### config.mk
export PLATFORM = sky130hd
export DESIGN_NAME = conv_sequencer
export DESIGN_NICKNAME = d
export VERILOG_FILES = /design/src/rtl/conv_sequencer_pkg.sv /design/src/rtl/conv_sequencer_seq_counter.sv /design/src/rtl/conv_sequencer.sv
export SDC_FILE = /design/constraint.sdc
export NUM_CORES = 1
export LEC_CHECK = 0
export ABC_CLOCK_PERIOD_IN_PS = 3600
export BUFFER_PORTS_ARGS = -buffer_cell sky130_fd_sc_hd__buf_2
export CORE_MARGIN = 2
export CORE_UTILIZATION = 25
export CTS_CLUSTER_SIZE = 25
export DETAILED_ROUTE_END_ITERATION = 8
export REMOVE_ABC_BUFFERS = 1
export SYNTH_ARGS = -nofsm -noshare
export SYNTH_HDL_FRONTEND = slang
export SYNTH_SLANG_ARGS = --single-unit
### constraint.sdc
create_clock -name clk -period 3.6 [get_ports clk]
set_input_delay 0.18 -clock clk [delete_from_list [all_inputs] [get_ports clk]]
set_output_delay 0.18 -clock clk [all_outputs]
set_load 0.01 [all_outputs]
### src/rtl/conv_sequencer_pkg.sv
// ============================================================================
// Module      : conv_sequencer_pkg
// Description : Shared constants and types for the convolution layer sequencer.
// Revision    : 1.0 - initial release
// ============================================================================
`default_nettype none

package conv_sequencer_pkg;

    // Config register map shared with the layers block
    localparam int unsigned c_CFG_LAYERS  = 0;
    localparam int unsigned c_CFG_SEQ_WIN = 1;
    localparam int unsigned c_CFG_SEQ_CNT = 2;

    localparam logic [1:0] c_ST_IDLE  = 2'd0;
    localparam logic [1:0] c_ST_RUN   = 2'd1;
    localparam logic [1:0] c_ST_DRAIN = 2'd2;
    localparam logic [1:0] c_ST_DONE  = 2'd3;

    typedef enum logic [1:0] {
        IDLE  = c_ST_IDLE,
        RUN   = c_ST_RUN,
        DRAIN = c_ST_DRAIN,
        DONE  = c_ST_DONE
    } seq_state_t;

endpackage

`default_nettype wire

### src/rtl/conv_sequencer_seq_counter.sv
// ============================================================================
// Module      : seq_counter
// Description : Clearable up-counter with terminal value; wraps to zero or
//               saturates at the terminal value, flagging the terminal event.
// Revision    : 1.0 - initial release
// ============================================================================
`default_nettype none

module seq_counter #(
    parameter int WIDTH    = 16,
    parameter bit SATURATE = 1'b0
) (
    input  logic             clk,
    input  logic             rst,
    input  logic             clr,
    input  logic             inc,
    input  logic [WIDTH-1:0] term,
    output logic [WIDTH-1:0] count,
    output logic             wrap
);

    logic [WIDTH-1:0] r_count;
    logic [WIDTH-1:0] w_next;
    logic             w_step;
    logic             w_at_term;

    assign w_at_term = (r_count == term);

    // wrap marks the terminal event: returning to zero, or arriving at term
    generate
        if (SATURATE) begin : g_sat
            assign w_step = inc & ~w_at_term;
            assign w_next = r_count + 1'b1;
            assign wrap   = w_step & (r_count == term - 1'b1);
        end else begin : g_wrap
            assign w_step = inc;
            assign w_next = w_at_term ? '0 : r_count + 1'b1;
            assign wrap   = inc & w_at_term;
        end
    endgenerate

    always_ff @(posedge clk) begin
        if (rst || clr) begin
            r_count <= '0;
        end else if (w_step) begin
            r_count <= w_next;
        end
    end

    assign count = r_count;

endmodule

`default_nettype wire

### src/rtl/conv_sequencer.sv
// ============================================================================
// Module      : conv_sequencer
// Description : Sequences one convolution layer: forwards image beats, marks
//               MAC-window ends, counts passes/results, reports busy/done.
//               Optional stall counter under CONV_SEQ_STALL_CNT_EN.
// Revision    : 1.0 - initial release
// ============================================================================
`default_nettype none

module conv_sequencer
    import conv_sequencer_pkg::*;
#(
    parameter int CFG_DWIDTH = 32,
    parameter int CFG_AWIDTH = 5,
    parameter int GROUP_NB   = 4,
    parameter int IMG_WIDTH  = 16
) (
    input  logic                          clk,
    input  logic                          rst,
    input  logic [CFG_DWIDTH-1:0]         cfg_data,
    input  logic [CFG_AWIDTH-1:0]         cfg_addr,
    input  logic                          cfg_valid,
    input  logic                          start,
    output logic                          busy,
    output logic                          done,
    input  logic [GROUP_NB*IMG_WIDTH-1:0] src_data,
    input  logic                          src_val,
    output logic                          src_rdy,
    output logic [GROUP_NB*IMG_WIDTH-1:0] image_bus,
    output logic                          image_last,
    output logic                          image_val,
    input  logic                          image_rdy,
    input  logic                          result_val,
    input  logic                          result_rdy
`ifdef CONV_SEQ_STALL_CNT_EN
    ,
    output logic [31:0]                   stall_cnt
`endif
);

    seq_state_t  r_state, w_state_next;

    logic [15:0] r_win_len_cfg, r_res_nb_cfg;
    logic [7:0]  r_pool_nb_cfg;
    logic [15:0] r_win_len, r_res_nb;
    logic [7:0]  r_pool_nb;

    logic        w_run, w_launch, w_xfer, w_res_hs, w_res_full, w_clr;
    logic [15:0] w_word_cnt, w_issue_cnt, w_res_cnt;
    logic [7:0]  w_pass_cnt;
    logic        w_word_wrap, w_pass_wrap, w_issue_wrap, w_res_wrap;
    logic        w_unused;

    always_ff @(posedge clk) begin
        if (rst) begin
            r_win_len_cfg <= '0;
            r_res_nb_cfg  <= '0;
            r_pool_nb_cfg <= '0;
        end else if (cfg_valid) begin
            if (cfg_addr == CFG_AWIDTH'(c_CFG_SEQ_WIN)) begin
                r_win_len_cfg <= cfg_data[15:0];
            end
            if (cfg_addr == CFG_AWIDTH'(c_CFG_SEQ_CNT)) begin
                r_res_nb_cfg  <= cfg_data[15:0];
                r_pool_nb_cfg <= cfg_data[23:16];
            end
        end
    end

    assign w_launch = (r_state == IDLE) & start &
                      (r_win_len_cfg != 16'd0) & (r_res_nb_cfg != 16'd0);

    // Shadow copies let software reprogram the next layer while this one runs
    always_ff @(posedge clk) begin
        if (rst) begin
            r_win_len <= '0;
            r_res_nb  <= '0;
            r_pool_nb <= '0;
        end else if (w_launch) begin
            r_win_len <= r_win_len_cfg;
            r_res_nb  <= r_res_nb_cfg;
            r_pool_nb <= r_pool_nb_cfg;
        end
    end

    assign w_run    = (r_state == RUN);
    assign w_clr    = (r_state == IDLE);
    assign w_xfer   = w_run & src_val & image_rdy;
    assign w_res_hs = result_val & result_rdy & ((r_state == RUN) | (r_state == DRAIN));

    seq_counter #(.WIDTH(16), .SATURATE(1'b0)) u_word_cnt (
        .clk(clk), .rst(rst), .clr(w_clr), .inc(w_xfer),
        .term(r_win_len - 16'd1), .count(w_word_cnt), .wrap(w_word_wrap)
    );

    seq_counter #(.WIDTH(8), .SATURATE(1'b0)) u_pass_cnt (
        .clk(clk), .rst(rst), .clr(w_clr), .inc(w_word_wrap),
        .term(r_pool_nb), .count(w_pass_cnt), .wrap(w_pass_wrap)
    );

    seq_counter #(.WIDTH(16), .SATURATE(1'b1)) u_issue_cnt (
        .clk(clk), .rst(rst), .clr(w_clr), .inc(w_pass_wrap),
        .term(r_res_nb), .count(w_issue_cnt), .wrap(w_issue_wrap)
    );

    seq_counter #(.WIDTH(16), .SATURATE(1'b1)) u_res_cnt (
        .clk(clk), .rst(rst), .clr(w_clr), .inc(w_res_hs),
        .term(r_res_nb), .count(w_res_cnt), .wrap(w_res_wrap)
    );

    // Include this cycle's handshake so done follows the final result by one cycle
    assign w_res_full = (w_res_cnt == r_res_nb) | w_res_wrap;

    always_ff @(posedge clk) begin
        if (rst) begin
            r_state <= IDLE;
        end else begin
            r_state <= w_state_next;
        end
    end

    always_comb begin
        w_state_next = r_state;
        case (r_state)
            IDLE:    if (w_launch)     w_state_next = RUN;
            RUN:     if (w_issue_wrap) w_state_next = DRAIN;
            DRAIN:   if (w_res_full)   w_state_next = DONE;
            DONE:    w_state_next = IDLE;
            default: w_state_next = IDLE;
        endcase
    end

    assign busy       = (r_state != IDLE);
    assign done       = (r_state == DONE);
    assign src_rdy    = w_run & image_rdy;
    assign image_val  = w_run & src_val;
    assign image_bus  = src_data;
    assign image_last = image_val & (w_word_cnt == r_win_len - 16'd1);

`ifdef CONV_SEQ_STALL_CNT_EN
    logic [31:0] r_stall_cnt;

    always_ff @(posedge clk) begin
        if (rst || w_launch) begin
            r_stall_cnt <= '0;
        end else if (w_run && src_val && !image_rdy) begin
            r_stall_cnt <= r_stall_cnt + 32'd1;
        end
    end

    assign stall_cnt = r_stall_cnt;
`endif

    // Bits with no consumer, gathered in one place
    assign w_unused = ^{cfg_data[CFG_DWIDTH-1:24], w_pass_cnt, w_issue_cnt};

endmodule

`default_nettype wire
# ---- Word level (Yosys, flattened, before mapping)
# Cells that the tools add are included.
dict set report word_totals {
  ff_bits 138
  inputBits 109
  out_inout_bits 69
  word_cells 64
}
dict set report op_classes {
  n_reduce_logical 8
  n_mux 6
  n_addsub 6
  bitwise_logic 19
  eq_ne 14
}
# op count
set op_table {}
lappend op_table {{$eq 16x16->1} 5}
lappend op_table {{$add 16x1->16 const B} 3}
lappend op_table {{$reduce_bool 16->1} 2}
lappend op_table {{$sub 16x1->16 const B} 2}
lappend op_table {{$mux 16} 1}
lappend op_table {{$and 1x1->1} 15}
lappend op_table {{$add 8x1->8 const B} 1}
lappend op_table {{$eq 8x8->1} 1}
lappend op_table {{$mux 8} 1}
lappend op_table {{$pmux 2 s4} 1}
lappend op_table {{$mux 2} 3}
lappend op_table {{$eq 5x1->1 const B} 1}
lappend op_table {{$eq 5x2->1 const B} 1}
lappend op_table {{$eq 2x2->1 const B} 2}
lappend op_table {{$ne 2x2->1 const B} 2}
lappend op_table {{$reduce_and 2->1} 2}
lappend op_table {{$reduce_and 3->1} 1}
lappend op_table {{$eq 2x1->1 const B} 1}
lappend op_table {{$logic_not 2->1} 1}
lappend op_table {{$ne 2x1->1 const B} 1}
lappend op_table {{$not 1->1} 2}
lappend op_table {{$or 1x1->1} 2}
lappend op_table {{$reduce_bool 2->1} 1}
lappend op_table {{$logic_or 1x1->1} 1}

# ---- Depth between registers and ports, before layout
# Gate-level depths: netlist (run 1).
dict set report depth {
  word_depth 9
  mapped_depth 13
  depth_no_buf 10
}

# ---- By module
# Synthesis (run 1) repeated with hierarchy kept, for this count alone.
dict set report unflattened {
  cells_unflattened 1034
  area_unflattened_um2 8712.1
}
# module instances cells_each seq_area_each_um2 area_per_inst_um2
set modules_own_cells {}
lappend modules_own_cells {conv_sequencer 1 495 1641.6 4330.4}
lappend modules_own_cells {{seq_counter at u_issue_cnt} 1 202 320.3 1527.7}
lappend modules_own_cells {{seq_counter at u_res_cnt} 1 186 320.3 1514.0}
lappend modules_own_cells {{seq_counter at u_word_cnt} 1 103 320.3 885.8}
lappend modules_own_cells {{seq_counter at u_pass_cnt} 1 48 160.2 454.2}

# ---- Worst setup path before layout (run 1)
# Ideal clock, no wire load.
dict set report synth_timing {
  kind {register -> register}
  startpoint {register r_win_len[0]}
  endpoint {register r_state[1]}
  n_path_buf 2
  setup_ps 72
  path_stages_with_launch 13
  required_time_ps 3528
  t_arrival_ps 3042
  synth_period_minus_slack_ps 3114
  path_slack_ps 486
  cell_sequence {dfxtp_1 -> clkbuf_1 -> inv_1 -> ha_1 -> or4b_1 -> buf_2 -> xor2_1 -> nor3b_1 -> o21ai_1 -> a2111oi_4 -> a41oi_1 -> a2111oi_2 -> mux2i_1}
}
dict set report synth_between {
  elab_chain_cells 8
}
# element line
set synth_lines {}
lappend synth_lines {{start, declared} conv_sequencer.sv:45} ;# logic [15:0] r_win_len, r_res_nb;
lappend synth_lines {{start signal, assigned} conv_sequencer.sv:80} ;# r_win_len <= r_win_len_cfg;
lappend synth_lines {{$sub 16x1->16} conv_sequencer.sv:93} ;# .term(r_win_len - 16'd1), .count(w_word_cnt), .wrap(w_word_wrap)
lappend synth_lines {{$eq 16x16->1} conv_sequencer_seq_counter.sv:27} ;# assign w_at_term = (r_count == term);
lappend synth_lines {{$and 1x1->1 (2 in series)} conv_sequencer_seq_counter.sv:38} ;# assign wrap = inc & w_at_term;
lappend synth_lines {{$and 1x1->1} conv_sequencer_seq_counter.sv:32} ;# assign w_step = inc & ~w_at_term;
lappend synth_lines {{$and 1x1->1} conv_sequencer_seq_counter.sv:34} ;# assign wrap = w_step & (r_count == term - 1'b1);
lappend synth_lines {{$ne 2x1->1 (no source line)} --}
lappend synth_lines {{$reduce_and 3->1 (no source line)} --}
lappend synth_lines {{end signal, assigned} conv_sequencer.sv:118} ;# r_state <= w_state_next;
lappend synth_lines {{end, declared} conv_sequencer.sv:41} ;# seq_state_t r_state, w_state_next;
# No other way between the ends.
# A chain may end at the register's enable or synchronous reset.

# ---- Final worst setup path (run 1)
dict set report layout_timing {
  startpoint {register r_win_len[0]}
  endpoint {output image_last}
}
dict set report layout_between {
  elab_chain_cells 3
}
# element line
set layout_lines {}
lappend layout_lines {{$sub 16x1->16} conv_sequencer.sv:138} ;# assign image_last = image_val & (w_word_cnt == r_win_len - 16'd1);
lappend layout_lines {{$eq 16x16->1} conv_sequencer.sv:138}
lappend layout_lines {{$and 1x1->1} conv_sequencer.sv:138}
lappend layout_lines {{end, declared} conv_sequencer.sv:30} ;# output logic image_last,
# No other way between the ends.

==> results.sh, run 1 <==
export IMPL_status="completed"
export IMPL_use_met3_pct=9.292
export IMPL_die_h_microns=180.9
export IMPL_grt_pass1_vias=6283
export IMPL_grt_start_max_net_pins=81
export IMPL_syn_area_sq_mm=0.007828
export IMPL_die_area_sq_mm=0.03274
export IMPL_antenna_cells=0
export IMPL_drv_slew=0
export IMPL_drc_errors=0
export IMPL_hold_viol=0
export IMPL_antenna_found_initial=0
export IMPL_finalSetupTns_ps=0
export IMPL_postCtsSetupBuffers=0
export IMPL_port_buffer_count=41
export IMPL_cts_buffer_depth=2
export IMPL_grt_use_total_pct=15.32
export IMPL_rsz0062_at_grt="false"
export IMPL_grt_util_met1_pct=19.80
export IMPL_dp_cells=1293
export IMPL_ys_ff_latch=138
export IMPL_cts_root_buf="clkbuf_16"
export IMPL_dp_hpwl_mm=18.30
export IMPL_clock_insertion_delay_worst_skew_ps=420
export IMPL_period_share_pct=93.69
export IMPL_yosysWarnings=0
export IMPL_cts_tree="done"
export IMPL_holdWs_ps=15.32
export IMPL_cts_sinks=138
export IMPL_firstDrtPassIters=6
export IMPL_fin_skew_ps=15.06
export IMPL_relSlewSlack_pct=30.08
export IMPL_crit_arrival_ps=3190
export IMPL_fin_util_pct=28.41
export IMPL_cp_max_fo=6
export IMPL_ys_types=68
export IMPL_fin_crit_ps=3373
export IMPL_max_freq_mhz=296.5
export IMPL_avgRoutedWirePerCell_microns=18.61
export IMPL_async_flop_share_pct=0
export IMPL_setup_viol=0
export IMPL_final_cells=1335
export IMPL_use_met2_pct=21.25
export IMPL_leakage_nw=3.641
export IMPL_fin_nets=1045
export IMPL_grt_busiest_layer="met2"
export IMPL_die_x_microns=180.9
export IMPL_critPathKind="flip-flop to primary output"
export IMPL_grt_overflow=0
export IMPL_post_place_ws_ps=273.1
export IMPL_syn_area_per_cell_sq_um=8.292
export IMPL_max_slew_worst_pin_slew_ps=1046
export IMPL_cp_required_ps=3420
export IMPL_synth_edf_count=0
export IMPL_finalWirelength_mm=24.84
export IMPL_gp_congestion=0.9252
export IMPL_htreeDepth=4
export IMPL_ant_nets=0
export IMPL_yosysTopAreaCellShare_pct=35.29
export IMPL_num_io_pins=178
export IMPL_ys_flop_type="dfxtp_1"
export IMPL_synth_cells=944
export IMPL_cp_start_kind="flip-flop"
export IMPL_synthToLayoutAreaGrowth_pct=11.60
export IMPL_ys_top_cells_by_area="dfxtp_1, mux2i_1, buf_4"
export IMPL_power_density_mw_per_mm2=396.8
export IMPL_rows=64
export IMPL_initialDrtViolationCount=586
export IMPL_place_area_sq_mm=0.008039
export IMPL_synth_commonest_cells="dfxtp_1, nor2_1, nand2_1, buf_4, mux2i_1"
export IMPL_core_area_sq_mm=0.03075
export IMPL_peakVddDrop_mv=0.2829
export IMPL_maxCapViolations=0
export IMPL_start_util_pct=25.46
export IMPL_end_kind="primary output"
export IMPL_timing_final_ws_setup_ps=227.0
export IMPL_avgViaCountPerCell=5.007
export IMPL_totalPowerFinal_mw=3.466
export IMPL_clk_pin_slew_ps=60
export IMPL_vias=6685
export IMPL_synth_seq_area_share_pct=35.29
export IMPL_yosysMostFrequentCell="dfxtp_1"
export IMPL_drive_gt1_share_pct=12.35
export IMPL_design_area_sq_mm=0.008736
export IMPL_hold_class="input pin to flip-flop"
export IMPL_synth_largest_area_cell="dfxtp_1"
export IMPL_grt_pass1_wl_mm=38.18
export IMPL_numCtsBuffers=17
worst max-delay path, stage by stage (launching register included):
cell and delay (ps):
dfxtp_1 310, inv_1 50, ha_1 230, or4b_4 550, nor2_1 140, xnor2_1 150, nand2_1 70, or4b_2 610
a2111oi_1 440, buf_2 220
kinds of logic after synthesis:
logic type               after synthesis  share of synthesized area, %
AO/OA/AOI/OAI                        117                         9.559
XOR/XNOR                             103                         11.52
adder cells (fa/ha/maj)               10                         1.598
buffers and inverters                130                         9.463
flip-flops                           138                         35.29
multiplexers                          64                         8.184
AND/OR/NAND/NOR                      382                         24.38
worst paths after layout:
check | startpoint | endpoint | slack, ps | cells after the start
worst max-delay path | r_win_len[0] | image_last | 230 | 9
worst min-delay path | cfg_data[14] | r_win_len_cfg[14] | 20 | 3
worst max register to register | r_res_nb[0] | r_state[1] | 300 | 10
worst min register to register | r_pool_nb_cfg[0] | r_pool_nb_cfg[0] | 460 | 2
registers in the layout, indices dropped and copies added (netlist names):
register	flops
r_state	2
r_res_nb_cfg	16
r_res_nb	16
r_win_len_cfg	16
r_win_len	16
u_pass_cnt.count	8
r_pool_nb	8
u_word_cnt.count	16
r_pool_nb_cfg	8
u_issue_cnt.count	16
u_res_cnt.count	16
cell usage in the layout (no fill, tap or decap), types with 16 or more instances in the layout:
master     netlist  final
and3_1          16     16
nor4_1          20     20
clkbuf_16        0     17
nor2_1         117    116
nand2_1         95     95
o21ai_0         24     24
nand3_1         19     19
nand4_1         27     27
xnor2_1         52     52
buf_4           64     25
nor3_1          16     16
a21oi_1         46     46
inv_1           17     17
or3_1           16     16
mux2i_1         64     64
buf_2            4     41
xor2_1          51     51
dfxtp_1        138    138
routing by layer:
layer  share of wire [%]  routed length [microns]
met1                  45                    11140
met2                  40                    10050
met3                  12                     3059
met4                 1.5                      381
met5                0.84                      208
layout make-up:
cell class                      instances  area (sq um)
Fill cell                            3347         22010
Multi-Input combinational cell        676          4352
Sequential cell                       138          2763
Tap cell                              396         495.5
Timing Repair Buffer                   76         493.0
Clock buffer                           19         452.9
Clock inverter                         13         116.4
Inverter                               17         63.81
timing repair:
item                                    CTS  global route
hold endpoints to repair                 13             0
endpoints found under the setup margin    1             4
gates resized for setup                   2             4
hold buffers                             10             0
report_power, final:
| part | total, mW | switching (mW) | internal [mW] | leakage (nW) |
|---|---|---|---|---|
| Sequential | 1.54 | 0.00865 | 1.54 | 1.11 |
| Clock | 1.68 | 0.695 | 0.989 | 0.276 |
| Combinational | 0.237 | 0.158 | 0.0792 | 2.25 |
| Total | 3.47 | 0.862 | 2.60 | 3.64 |
No activity file was read; power rests on OpenSTA's default activity.
==> inputs of run 2 (changes only) <==
--- a/config.mk
+++ b/config.mk
@@ -8,9 +8,10 @@
 export ABC_CLOCK_PERIOD_IN_PS = 3600
 export BUFFER_PORTS_ARGS = -buffer_cell sky130_fd_sc_hd__buf_2
 export CORE_MARGIN = 2
-export CORE_UTILIZATION = 25
+export CORE_UTILIZATION = 40
 export CTS_CLUSTER_SIZE = 25
 export DETAILED_ROUTE_END_ITERATION = 8
+export PLACE_DENSITY_LB_ADDON = 0.3
 export REMOVE_ABC_BUFFERS = 1
 export SYNTH_ARGS = -nofsm -noshare
 export SYNTH_HDL_FRONTEND = slang
==> run 2 against run 1 <==
Wire length shrank 9.7%; utilization increased by 16 points; total power grew 4.5%; critical endpoint unchanged; highest routed layer unchanged.
==> results.sh, run 2 (same netlist as run 1, synthesis figures left out) <==
export IMPL_dp_hpwl_mm=16.63
export IMPL_port_buffer_count=41
export IMPL_drv_slew=0
export IMPL_rr_startpoint="r_res_nb[0]"
export IMPL_grt_start_max_net_pins=78
export IMPL_num_io_pins=178
export IMPL_gp_congestion=0.9255
export IMPL_power_density_mw_per_mm2=420.0
export IMPL_rrSetupSlack_ps=340
export IMPL_rows=51
export IMPL_relSlewSlack_pct=27.56
export IMPL_finalWirelength_mm=22.43
export IMPL_synthToLayoutAreaGrowth_pct=10.13
export IMPL_initialDrtViolationCount=414
export IMPL_fin_nets=1043
export IMPL_grt_use_total_pct=22.22
export IMPL_vias=6461
export IMPL_leakage_nw=3.655
export IMPL_die_h_microns=143.9
export IMPL_cts_tree="done"
export IMPL_antenna_cells=0
export IMPL_cp_start_kind="flip-flop"
export IMPL_power_frac_comb_pct=6.3
export IMPL_maxCapViolations=0
export IMPL_use_met2_pct=30.83
export IMPL_cp_startpoint="r_win_len[0]"
export IMPL_end_kind="primary output"
export IMPL_r2r_cells=10
export IMPL_period_share_pct=92.95
export IMPL_avgRoutedWirePerCell_microns=18.68
export IMPL_r2r_end="r_state[1]"
export IMPL_core_area_sq_mm=0.01933
export IMPL_hold_class="input pin to flip-flop"
export IMPL_grt_overflow=0
export IMPL_firstDrtPassIters=6
export IMPL_avgViaCountPerCell=5.380
export IMPL_cp_required_ps=3420
export IMPL_drc_errors=0
export IMPL_die_area_sq_mm=0.02070
export IMPL_crit_path_end="image_last"
export IMPL_netSwitchingPower_mw=0.8430
export IMPL_status="completed"
export IMPL_cp_max_fo=6
export IMPL_drive_gt1_share_pct=11.97
export IMPL_fin_skew_ps=15.09
export IMPL_grt_util_met1_pct=28.35
export IMPL_htreeDepth=4
export IMPL_start_util_pct=40.48
export IMPL_hold_viol=0
export IMPL_fin_crit_ps=3346
export IMPL_clk_pin_slew_ps=60
export IMPL_intPower_mw=2.778
export IMPL_critPathKind="flip-flop to primary output"
export IMPL_timing_final_ws_setup_ps=254.0
export IMPL_postCtsSetupBuffers=0
export IMPL_numCtsBuffers=17
export IMPL_clockPowerShare_pct=51.1
export IMPL_die_x_microns=143.9
export IMPL_switching_share_pct=23.28
export IMPL_power_frac_seq_pct=42.7
export IMPL_antenna_found_initial=0
export IMPL_post_place_ws_ps=307.1
export IMPL_ant_nets=0
export IMPL_cts_sinks=138
export IMPL_grt_pass1_wl_mm=34.40
export IMPL_finalSetupTns_ps=0
export IMPL_rsz0062_at_grt="false"
export IMPL_crit_arrival_ps=3170
export IMPL_cts_root_buf="clkbuf_16"
export IMPL_use_met3_pct=13.03
export IMPL_layout_commonest_cell="dfxtp_1"
export IMPL_cts_buffer_depth=2
export IMPL_peakVddDrop_mv=0.2942
export IMPL_max_freq_mhz=298.9
export IMPL_setup_viol=0
export IMPL_max_slew_worst_pin_slew_ps=1083
export IMPL_final_cell_mix="dfxtp_1, nor2_1, nand2_1, mux2i_1, xnor2_1"
export IMPL_grt_busiest_layer="met2"
export IMPL_grt_pass1_vias=5935
export IMPL_clock_insertion_delay_worst_skew_ps=420
## run 2: cell types whose count changed in the layout (fill, tap and decap cells not counted), sizes merged
| cell | delta |
|---|---|
| buf | -3 |
| clkinvlp | -1 |
| dlygate4sd3 | +1 |
| inv | -1 |
| clkbuf | -1 |
| clkinv | -1 |
| bufinv | +3 |
## run 2: repair_timing
item,in CTS,in global routing
resized for setup,1,6
hold endpoints to repair,13,0
hold buffers,11,0
pin swaps,0,0
setup endpoints to repair,1,2
cloned,0,0
## run 2: layout make-up
class | instances | area, sq um
fillers | 1908 | 10710
multi-input cells | 676 | 4358
flip-flops and latches | 138 | 2763
repair buffers | 74 | 480.5
clock buffers | 18 | 429.2
well taps | 265 | 331.6
clock inverters | 13 | 195.2
inverters | 17 | 63.81
## run 2: routing by layer
metal	vias to the layer above	part of all wire, %
met5	-	1.1
li1	3180	-
met4	6	1.2
met2	235	41
met3	25	12
met1	3015	45
## run 2: power by group through the flow
stage | Clock [mW] | Combinational [mW] | Sequential, mW
2_1_floorplan | 0 | 0.117 | 1.58
3_3_place_gp | 0 | 0.218 | 1.58
3_5_place_dp | 0 | 0.220 | 1.58
4_1_cts | 1.89 | 0.230 | 1.54
5_1_grt | 1.96 | 0.254 | 1.55
6_report | 1.85 | 0.226 | 1.55
## run 2: critical path: stages, from the launching register on
cell and delay [ps]:
dfxtp_1 310, inv_1 50, ha_1 230, or4b_4 540
nor2_1 140, xnor2_1 160, nand2_1 80, or4b_2 650
a2111oi_2 400, buf_2 200
## run 2: how the worst min path moves through the flow
stage,depth (start not counted),startpoint,slack [ps],end
global route,3,cfg_data[11],20,r_win_len_cfg[11]
floorplan,1,rst,250,r_pool_nb_cfg[0]
finish,3,cfg_data[9],20,r_res_nb_cfg[9]
CTS,3,cfg_data[9],4,r_res_nb_cfg[9]
detailed placement,0,src_data[17],360,image_bus[17]
global placement,0,src_data[17],360,image_bus[17]
## run 2: metrics by stage
stage	instances	hold WS, ps	total power, mW	util, %	area [sq um]
floorplan	831	249.1	1.693	-	7151
global placement	1159	360.1	1.797	40.61	7853
detailed placement	1159	360.1	1.799	40.61	7853
CTS	1201	4.209	3.665	44.42	8588
global route	1201	18.08	3.755	44.59	8621
finish	1201	21.41	3.621	44.59	8621
==> inputs of run 3 (changes only) <==
--- a/config.mk
+++ b/config.mk
@@ -11,7 +11,7 @@
 export CORE_UTILIZATION = 40
 export CTS_CLUSTER_SIZE = 25
 export DETAILED_ROUTE_END_ITERATION = 8
-export PLACE_DENSITY_LB_ADDON = 0.3
+export PLACE_DENSITY = 0.63
 export REMOVE_ABC_BUFFERS = 1
 export SYNTH_ARGS = -nofsm -noshare
 export SYNTH_HDL_FRONTEND = slang
==> run 3 against run 2 <==
Wire length rose by 3.4%; setup slack worse by 82 ps; sequential share of layout area increased by 0.12 points; largest power group unchanged; critical endpoint unchanged; count of clock-buffer cells in the layout rose by 3; non-clock buffer count shrank 4; utilization down 0.16 points; highest routed layer unchanged; register-to-register slack got worse by 50 ps; final cell count fell by 0.25%.
==> results.sh, run 3 (same netlist as run 1, synthesis figures left out) <==
export IMPL_post_place_ws_ps=259.7
export IMPL_rows=51
export IMPL_avgRoutedWirePerCell_microns=19.35
export IMPL_min_from="cfg_data[15]"
export IMPL_peakVddDrop_mv=0.3016
export IMPL_numCtsBuffers=17
export IMPL_gp_congestion=0.9360
export IMPL_cts_sinks=138
export IMPL_fin_util_pct=44.43
export IMPL_cpMostUsedCell="a2111oi_1"
export IMPL_max_freq_mhz=291.7
export IMPL_cts_buffer_depth=2
export IMPL_clk_pin_slew_ps=60
export IMPL_crit_arrival_ps=3250
export IMPL_leakage_nw=3.637
export IMPL_hold_end="r_win_len_cfg[15]"
export IMPL_grt_pass1_vias=6041
export IMPL_crit_slowest_cell="or4b_2"
export IMPL_timing_final_ws_setup_ps=172.3
export IMPL_cts_tree="done"
export IMPL_drv_slew=0
export IMPL_rsz0062_at_grt="false"
export IMPL_final_cell_mix="dfxtp_1, nor2_1, nand2_1, mux2i_1, xnor2_1"
export IMPL_cts_root_buf="clkbuf_16"
export IMPL_setup_viol=0
export IMPL_die_x_microns=143.9
export IMPL_die_area_sq_mm=0.02070
export IMPL_drc_errors=0
export IMPL_htreeDepth=4
export IMPL_crit_chain="buf_4 > nor2_1 > nand3_1 > a2111oi_1 > nand2_1 > or4b_2 > a2111oi_1 > buf_2"
export IMPL_layout_commonest_cell="dfxtp_1"
export IMPL_core_area_sq_mm=0.01933
export IMPL_cp_max_fo=7
export IMPL_slowest_delay_ps=620
export IMPL_relSlewSlack_pct=25.44
export IMPL_die_h_microns=143.9
export IMPL_finalWirelength_mm=23.19
export IMPL_firstDrtPassIters=5
export IMPL_start_util_pct=40.48
export IMPL_critPathKind="flip-flop to primary output"
export IMPL_rr_startpoint="r_win_len[0]"
export IMPL_dp_hpwl_mm=17.01
export IMPL_cp_startpoint="r_win_len[0]"
export IMPL_drive_gt1_share_pct=11.58
export IMPL_power_density_mw_per_mm2=423.7
export IMPL_fin_crit_ps=3428
export IMPL_finalSetupTns_ps=0
export IMPL_fillers=1875
export IMPL_fin_nets=1039
export IMPL_ant_nets=0
export IMPL_grt_start_max_net_pins=82
export IMPL_fin_skew_ps=12.63
export IMPL_hold_depth=3
export IMPL_end_kind="primary output"
export IMPL_grt_pass1_wl_mm=35.64
export IMPL_vias=6602
export IMPL_clock_insertion_delay_worst_skew_ps=430
export IMPL_status="completed"
export IMPL_grt_overflow=0
export IMPL_antenna_found_initial=0
export IMPL_synthToLayoutAreaGrowth_pct=9.735
export IMPL_crit_family="simple AND/OR/NAND/NOR gates"
export IMPL_avgViaCountPerCell=5.511
export IMPL_r2r_end="u_pass_cnt.count[7]"
export IMPL_period_share_pct=95.21
export IMPL_maxCapViolations=0
export IMPL_cp_required_ps=3420
export IMPL_port_buffer_count=41
export IMPL_dp_cells=1157
export IMPL_grt_use_total_pct=23.09
export IMPL_rrSetupSlack_ps=290
export IMPL_final_cells=1198
export IMPL_cp_start_kind="flip-flop"
export IMPL_path_buf_inv=2
export IMPL_initialDrtViolationCount=470
export IMPL_max_slew_worst_pin_slew_ps=1115
export IMPL_r2r_cells=11
export IMPL_num_io_pins=178
export IMPL_hold_class="input pin to flip-flop"
export IMPL_antenna_cells=0
export IMPL_hold_viol=0
-- run 3: cell count changes in the layout (fill, tap and decap cells not counted), moves of 2 or more --
cell           previous run  this run
a2111oi_1                 1         3
a2111oi_2                 2         0
buf_4                    22        20
clkbuf_8                  0         3
dlygate4sd3_1            11         9
inv_6                     1         3
-- run 3: layout make-up --
class                           count  area (sq um)  area share, %
Tap cell                          265         331.6          3.860
Inverter                           17         63.81         0.7429
Multi-Input combinational cell    676          4358          50.74
Clock buffer                       21         470.5          5.477
Clock inverter                     11         157.7          1.835
Timing Repair Buffer               70         445.4          5.186
Sequential cell                   138          2763          32.16
-- run 3: where the power goes --
part           total, mW  internal, mW  switching, mW
logic              0.237        0.0816          0.155
clock network       1.86          1.16          0.701
registers           1.55          1.54        0.00961
-- run 3: worst min-delay path: stages --
cell     delay (ps)
buf_2            80
mux2i_1          60
nor2_1           80
-- run 3: metal layers --
metal | share of wire (%) | GRT usage (%) | vias up
met5 | 1.0 | 11.03 | -
met4 | 1.3 | 6.347 | 6
met3 | 14 | 15.26 | 30
met2 | 41 | 31.95 | 264
met1 | 43 | 28.30 | 3141
li1 | - | - | 3161
-- run 3: worst max path at each step --
stage,endpoint,slack (ps),cells after the start
floorplan,r_state[1],130,5
global placement,u_pass_cnt.count[7],340,11
detailed placement,u_pass_cnt.count[7],260,11
CTS,image_last,130,7
global route,image_last,10,8
finish,image_last,170,8
-- run 3: repair_timing --
item,4_1_cts,5_1_grt
endpoints found under the hold margin,10,0
endpoints found under the setup margin,0,12
hold buffers,9,0
setup buffers,0,0
gates resized for setup,0,6
-- run 3: metrics by stage --
step / area, sq um / hold slack, ps / power [mW]
global placement: 7838 / 360.1 / 1.801
CTS: 8556 / 1.133 / 3.665
global route: 8589 / 17.97 / 3.757
detailed placement: 7838 / 360.1 / 1.801
floorplan: 7151 / 249.1 / 1.693
finish: 8589 / 12.64 / 3.639
